--- src/rtl/ppu_frame_ctrl.sv ---
// PPU frame-buffer controller: sequences VRAM copy (SYNC), display (DISP) and
// late-CPU (LATE) phases, rotating display/CPU buffer indices once per frame.
module ppu_frame_ctrl #(
  parameter  int unsigned NUM_BUF    = 2,
  parameter  int unsigned IRQ_DELAY  = 1,
  parameter  int unsigned LATE_CNT_W = 8,
  localparam int unsigned BUF_W      = (NUM_BUF > 2) ? $clog2(NUM_BUF) : 1
) (
  input  logic                  clk,
  input  logic                  rst,
  input  logic                  vblank_start,
  input  logic                  vblank_end,
  input  logic                  rowram_swap,
  input  logic                  cpu_wr_busy,
  input  logic                  sync_done,
  input  logic                  late_cnt_clr,
  output logic                  sync_start,
  output logic                  sync_active,
  output logic                  rowram_swap_disp,
  output logic                  cpu_vram_wr_irq,
  output logic [BUF_W-1:0]      disp_buf,
  output logic [BUF_W-1:0]      cpu_buf,
  output logic [LATE_CNT_W-1:0] late_cnt,
  output logic                  sync_err
);

  typedef enum logic [1:0] {SYNC, DISP, LATE} state_e;

  localparam logic [LATE_CNT_W-1:0] LATE_MAX = '1;
  localparam logic [BUF_W-1:0]      BUF_LAST = BUF_W'(NUM_BUF - 1);
  localparam logic [3:0]            IRQ_LOAD = 4'(IRQ_DELAY);

  state_e                  state_q, state_d;
  logic                    sync_start_q, sync_start_d;
  logic                    start_pend_q, start_pend_d;
  logic                    copy_ok_q, copy_ok_d;
  logic                    irq_q, irq_d;
  logic                    irq_act_q, irq_act_d;
  logic [3:0]              irq_cnt_q, irq_cnt_d;
  logic [BUF_W-1:0]        disp_buf_q, disp_buf_d;
  logic [BUF_W-1:0]        cpu_buf_q, cpu_buf_d;
  logic [LATE_CNT_W-1:0]   late_cnt_q, late_cnt_d;
  logic                    sync_err_q, sync_err_d;
  logic                    late_inc;

  always_comb begin
    state_d      = state_q;
    sync_start_d = 1'b0;
    start_pend_d = start_pend_q;
    copy_ok_d    = copy_ok_q;
    disp_buf_d   = disp_buf_q;
    cpu_buf_d    = cpu_buf_q;
    sync_err_d   = sync_err_q;
    late_inc     = 1'b0;
    late_cnt_d   = late_cnt_q;
    irq_d        = 1'b0;
    irq_act_d    = irq_act_q;
    irq_cnt_d    = irq_cnt_q;

    // Reset leaves SYNC already entered; the initial copy launches one cycle later.
    if (start_pend_q) begin
      sync_start_d = 1'b1;
      start_pend_d = 1'b0;
    end

    unique case (state_q)
      SYNC: begin
        if (vblank_end && !vblank_start) begin
          state_d = DISP;
          if (!copy_ok_q) sync_err_d = 1'b1;
        end else if (sync_done) begin
          copy_ok_d = 1'b1;
        end
      end
      DISP: begin
        if (vblank_start) begin
          if (cpu_wr_busy) begin
            state_d  = LATE;
            late_inc = 1'b1;
          end else begin
            state_d      = SYNC;
            sync_start_d = 1'b1;
            copy_ok_d    = 1'b0;
            disp_buf_d   = cpu_buf_q;
            cpu_buf_d    = (cpu_buf_q == BUF_LAST) ? '0 : cpu_buf_q + 1'b1;
          end
        end
      end
      LATE: begin
        if (vblank_end && !vblank_start) begin
          if (cpu_wr_busy) late_inc = 1'b1;
          else             state_d  = DISP;
        end
      end
      default: state_d = SYNC;
    endcase

    if (late_cnt_clr)
      late_cnt_d = '0;
    else if (late_inc && (late_cnt_q != LATE_MAX))
      late_cnt_d = late_cnt_q + 1'b1;

    // IRQ timer: armed on DISP entry, cancelled by any exit before it fires.
    if (state_d != DISP) begin
      irq_act_d = 1'b0;
    end else if (state_q != DISP) begin
      if (IRQ_DELAY == 0) begin
        irq_d = 1'b1;
      end else begin
        irq_act_d = 1'b1;
        irq_cnt_d = IRQ_LOAD;
      end
    end else if (irq_act_q) begin
      if (irq_cnt_q == 4'd1) begin
        irq_d     = 1'b1;
        irq_act_d = 1'b0;
      end else begin
        irq_cnt_d = irq_cnt_q - 4'd1;
      end
    end
  end

  always_ff @(posedge clk) begin
    if (rst) begin
      state_q      <= SYNC;
      sync_start_q <= 1'b0;
      start_pend_q <= 1'b1;
      copy_ok_q    <= 1'b0;
      irq_q        <= 1'b0;
      irq_act_q    <= 1'b0;
      irq_cnt_q    <= '0;
      disp_buf_q   <= '0;
      cpu_buf_q    <= BUF_W'(1);
      late_cnt_q   <= '0;
      sync_err_q   <= 1'b0;
    end else begin
      state_q      <= state_d;
      sync_start_q <= sync_start_d;
      start_pend_q <= start_pend_d;
      copy_ok_q    <= copy_ok_d;
      irq_q        <= irq_d;
      irq_act_q    <= irq_act_d;
      irq_cnt_q    <= irq_cnt_d;
      disp_buf_q   <= disp_buf_d;
      cpu_buf_q    <= cpu_buf_d;
      late_cnt_q   <= late_cnt_d;
      sync_err_q   <= sync_err_d;
    end
  end

  assign sync_start       = sync_start_q;
  assign sync_active      = (state_q == SYNC);
  assign rowram_swap_disp = (state_q == DISP) && rowram_swap;
  assign cpu_vram_wr_irq  = irq_q;
  assign disp_buf         = disp_buf_q;
  assign cpu_buf          = cpu_buf_q;
  assign late_cnt         = late_cnt_q;
  assign sync_err         = sync_err_q;

endmodule
--- config.mk ---
export PLATFORM = sky130hd
export DESIGN_NAME = ppu_frame_ctrl
export DESIGN_NICKNAME = d
export VERILOG_FILES = /design/src/rtl/ppu_frame_ctrl.sv
export SDC_FILE = /design/constraint.sdc
export NUM_CORES = 1
export LEC_CHECK = 0
export ABC_AREA = 1
export CAP_MARGIN = 20
export CORE_MARGIN = 2
export CORE_UTILIZATION = 46
export DETAILED_ROUTE_END_ITERATION = 16
export PLACE_DENSITY = 0.72
export SYNTH_ARGS = -nofsm -noshare
export SYNTH_HDL_FRONTEND = slang
export SYNTH_SLANG_ARGS = --single-unit
--- constraint.sdc ---
create_clock -name clk -period 1.3 [get_ports clk]
set_clock_uncertainty 0.05 [all_clocks]
set_input_delay 0.13 -clock clk [delete_from_list [all_inputs] [get_ports clk]]
set_output_delay 0.13 -clock clk [all_outputs]
set_load 0.03 [all_outputs]
==> impl_metrics.yaml, run 1 <==
setup_path:
  start_kind: "flop"
  cp-startpoint: "state_q[0]"
  cp.required_ns: 1.49
  criticalPathCategory: "reg2reg"
  rr_startpoint: "state_q[0]"
  endpoint_kind: "flop"
  critPathMaxFanout: 7
  worstPathArrival_ns: 1.74
hold_path:
  hp-start: "start_pend_q"
  hp-class: "reg2reg"
place:
  finalWeightedCongestion: 0.867
  dp_hpwl_um: 2330
  place_area_mm2: 0.00174
  port-buffer-count: 22
sta:
  final.setup.worst_slack_ns: -0.251
  slew_viol_final: 0
  worst_slew_pin_slew_ns: 0.420
  setup_viol: 21
  period_needed_ns: 1.55
  hold_viol: 0
  max_freq_mhz: 645
  slew_headroom_pct: 71.9
  hold_ws_ns: 0.409
  finalCritPeriodShare_pct: 119
  grt_setup_unrepaired: "true"
die:
  core_mm2: 0.00250
  io_pins: 23
  dieArea_mm2: 0.00309
  die_h_um: 55.6
  start_util_pct: 48.9
  rows: 18
  die-width_um: 55.6
logic_synthesis:
  ys_warn_count: 0
  ys_types: 24
  synth-edff-count: 0
  avgSynthCellArea_um2: 7.11
  yosys-top-cells-count: "nand2_1 (38), inv_1 (25), dfxtp_1 (22), nand3_1 (17), nor2_1 (13)"
  synth.top_cell.area_share_pct: 36.0
  synth_cells: 172
  syn_nets: 188
  yosysMostFrequentCell: "nand2_1"
  async_flop_share_pct: 0
  synth-main-ff-cell: "dfxtp_1"
  synth_area_mm2: 0.00122
  yosys.area.top_type: "dfxtp_1"
  synthTopCellsByArea: "dfxtp_1 (36%), nand2_1 (12%), ha_1 (8.2%)"
  ys_ff_latch: 22
  seq_area_frac_synth_pct: 36.0
power_and_ir_drop:
  leakagePower_uw: 0.000873
  powerDensity_mw_per_mm2: 829
  irDropWorstVdd_mv: 0.738
final_layout:
  num-fill-cells: 144
  flow.area_growth_from_synthesis_pct: 72.3
  fin_area_mm2: 0.00211
  layout-drive-gt1-share_pct: 50.0
  regArea_um2: 468
  nets: 249
  multi_input_area_um2: 961
  antenna_cells: 0
clock_tree:
  worst_skew_pair.late_latency_ns: 0.31
  cts_sinks: 22
  hold_buffers: 0
  htreeDepth: 1
  cts_tree: "yes"
  numCtsBuffers: 3
  cts_root_buf: "clkbuf_4"
  clkTransAtPathRegs_ns: 0.13
  clockBufferDepth: 2
routing:
  route.detailed.drc: 0
  ant_nets: 0
  drt_pass1_iterations: 4
  vias_per_cell: 5.22
  wl_per_cell_um: 14.6
  finalWirelength_um: 3820
  vias: 1368
  drtIter0Drc: 61
grt:
  grt_overflow: 0
  grt_max_degree: 13
  grt_pass1_wl_um: 5890
  antenna_found_initial: 0
  grt_use_total_pct: 23.4
  grt_pass1_vias: 1353
outcome:
  status: "complete, but fails checks"
  violations: "setup timing"
job:
  cap_violations: 0
==> metal layers <==
layer / up-vias / GRT usage [%] / share of wire, %
met5: - / 0 / 0
met4: 0 / 10.8 / 1.6
met3: 8 / 2.56 / 2.8
met2: 31 / 41.0 / 54
met1: 654 / 28.6 / 41
li1: 675 / - / -
==> worst max-delay path, cell delays in order (launching register included) <==
cell and delay, ns:
dfxtp_4 0.43, inv_4 0.07, ha_4 0.17, buf_4 0.14, nand3_2 0.09, nand3_4 0.15, inv_4 0.13, nand3_1 0.08
a21oi_1 0.16
==> cell usage in the layout (no fill, tap or decap), types with 6 or more instances in the layout <==
cell,n
nand2_1,28
ha_4,6
nor2_1,12
buf_4,29
a21oi_1,6
dfxtp_1,14
nand3_1,8
a21oi_2,7
dfxtp_4,7
buf_6,12
dlygate4sd2_1,6
clkdlybuf4s50_1,7
inv_1,14
inv_2,8
nand2_2,7
nand3_2,7
==> report_power, final <==
group | switching (uW) | total, uW | leakage (uW) | internal [uW]
sequential | 31.4 | 732 | 0.000185 | 701
combinational | 364 | 684 | 0.000672 | 320
clock | 218 | 331 | 0.0000154 | 112
total | 614 | 1750 | 0.000873 | 1130
==> final timing paths <==
check / to / slack (ns) / cells past startpoint
max: irq_cnt_q[3] / -0.25 / 8
min: sync_start / 0.41 / 1
max reg2reg: irq_cnt_q[3] / -0.25 / 8
min reg2reg: sync_start / 0.41 / 1
==> state kept, by name, indices dropped and copies added, names as in the netlist <==
name and cells:
late_cnt 8, irq_cnt_q 4, state_q 2, copy_ok_q 1, cpu_buf 1, cpu_vram_wr_irq 1, disp_buf 1, irq_act_q 1
start_pend_q 1, sync_err 1, sync_start 1
==> through the flow <==
stage | worst slack, ns | power (uW) | instances | TNS [ns] | util, %
after floorplan | -0.0591 | 1020 | 172 | -0.267 | -
after global placement | -0.285 | 1190 | 247 | -3.71 | 69.4
after detailed placement | -0.347 | 1200 | 247 | -4.30 | 69.4
after CTS | -0.202 | 1630 | 258 | -2.77 | 78.1
after global routing | -0.308 | 1830 | 262 | -4.98 | 84.3
final | -0.251 | 1750 | 262 | -3.71 | 84.3
==> kinds of logic after synthesis <==
kind of cell	Yosys count	share of synthesized area [%]
AO/OA/AOI/OAI	25	11.7
XOR/XNOR	5	3.58
adder cells (fa/ha/maj)	8	8.18
buffers and inverters	28	9.51
flip-flops	22	36.0
AND/OR/NAND/NOR	84	31.1
==> what timing repair did <==
action                     in CTS  in global routing
setup buffers                   7                  4
setup endpoints to repair      31                 24
pin swaps                      22                 17
gates resized for setup        51                 39
==> layout make-up <==
type / instances / share of cell area (%)
clock buffers: 3 / 1.07
clock inverters: 1 / 0.178
inverters: 26 / 5.22
multi-input cells: 122 / 45.6
flip-flops and latches: 22 / 22.2
well taps: 30 / 1.78
repair buffers: 58 / 24.0
No activity file was read; power rests on OpenSTA's default activity.
==> run 2: changes to the inputs <==
--- a/config.mk
+++ b/config.mk
@@ -9,6 +9,7 @@
 export CAP_MARGIN = 20
 export CORE_MARGIN = 2
 export CORE_UTILIZATION = 46
+export CTS_CLUSTER_DIAMETER = 200
 export DETAILED_ROUTE_END_ITERATION = 16
 export PLACE_DENSITY = 0.72
 export SYNTH_ARGS = -nofsm -noshare
==> results of run 2 <==
Final layout, timing and power as in run 1 (identical DEF).
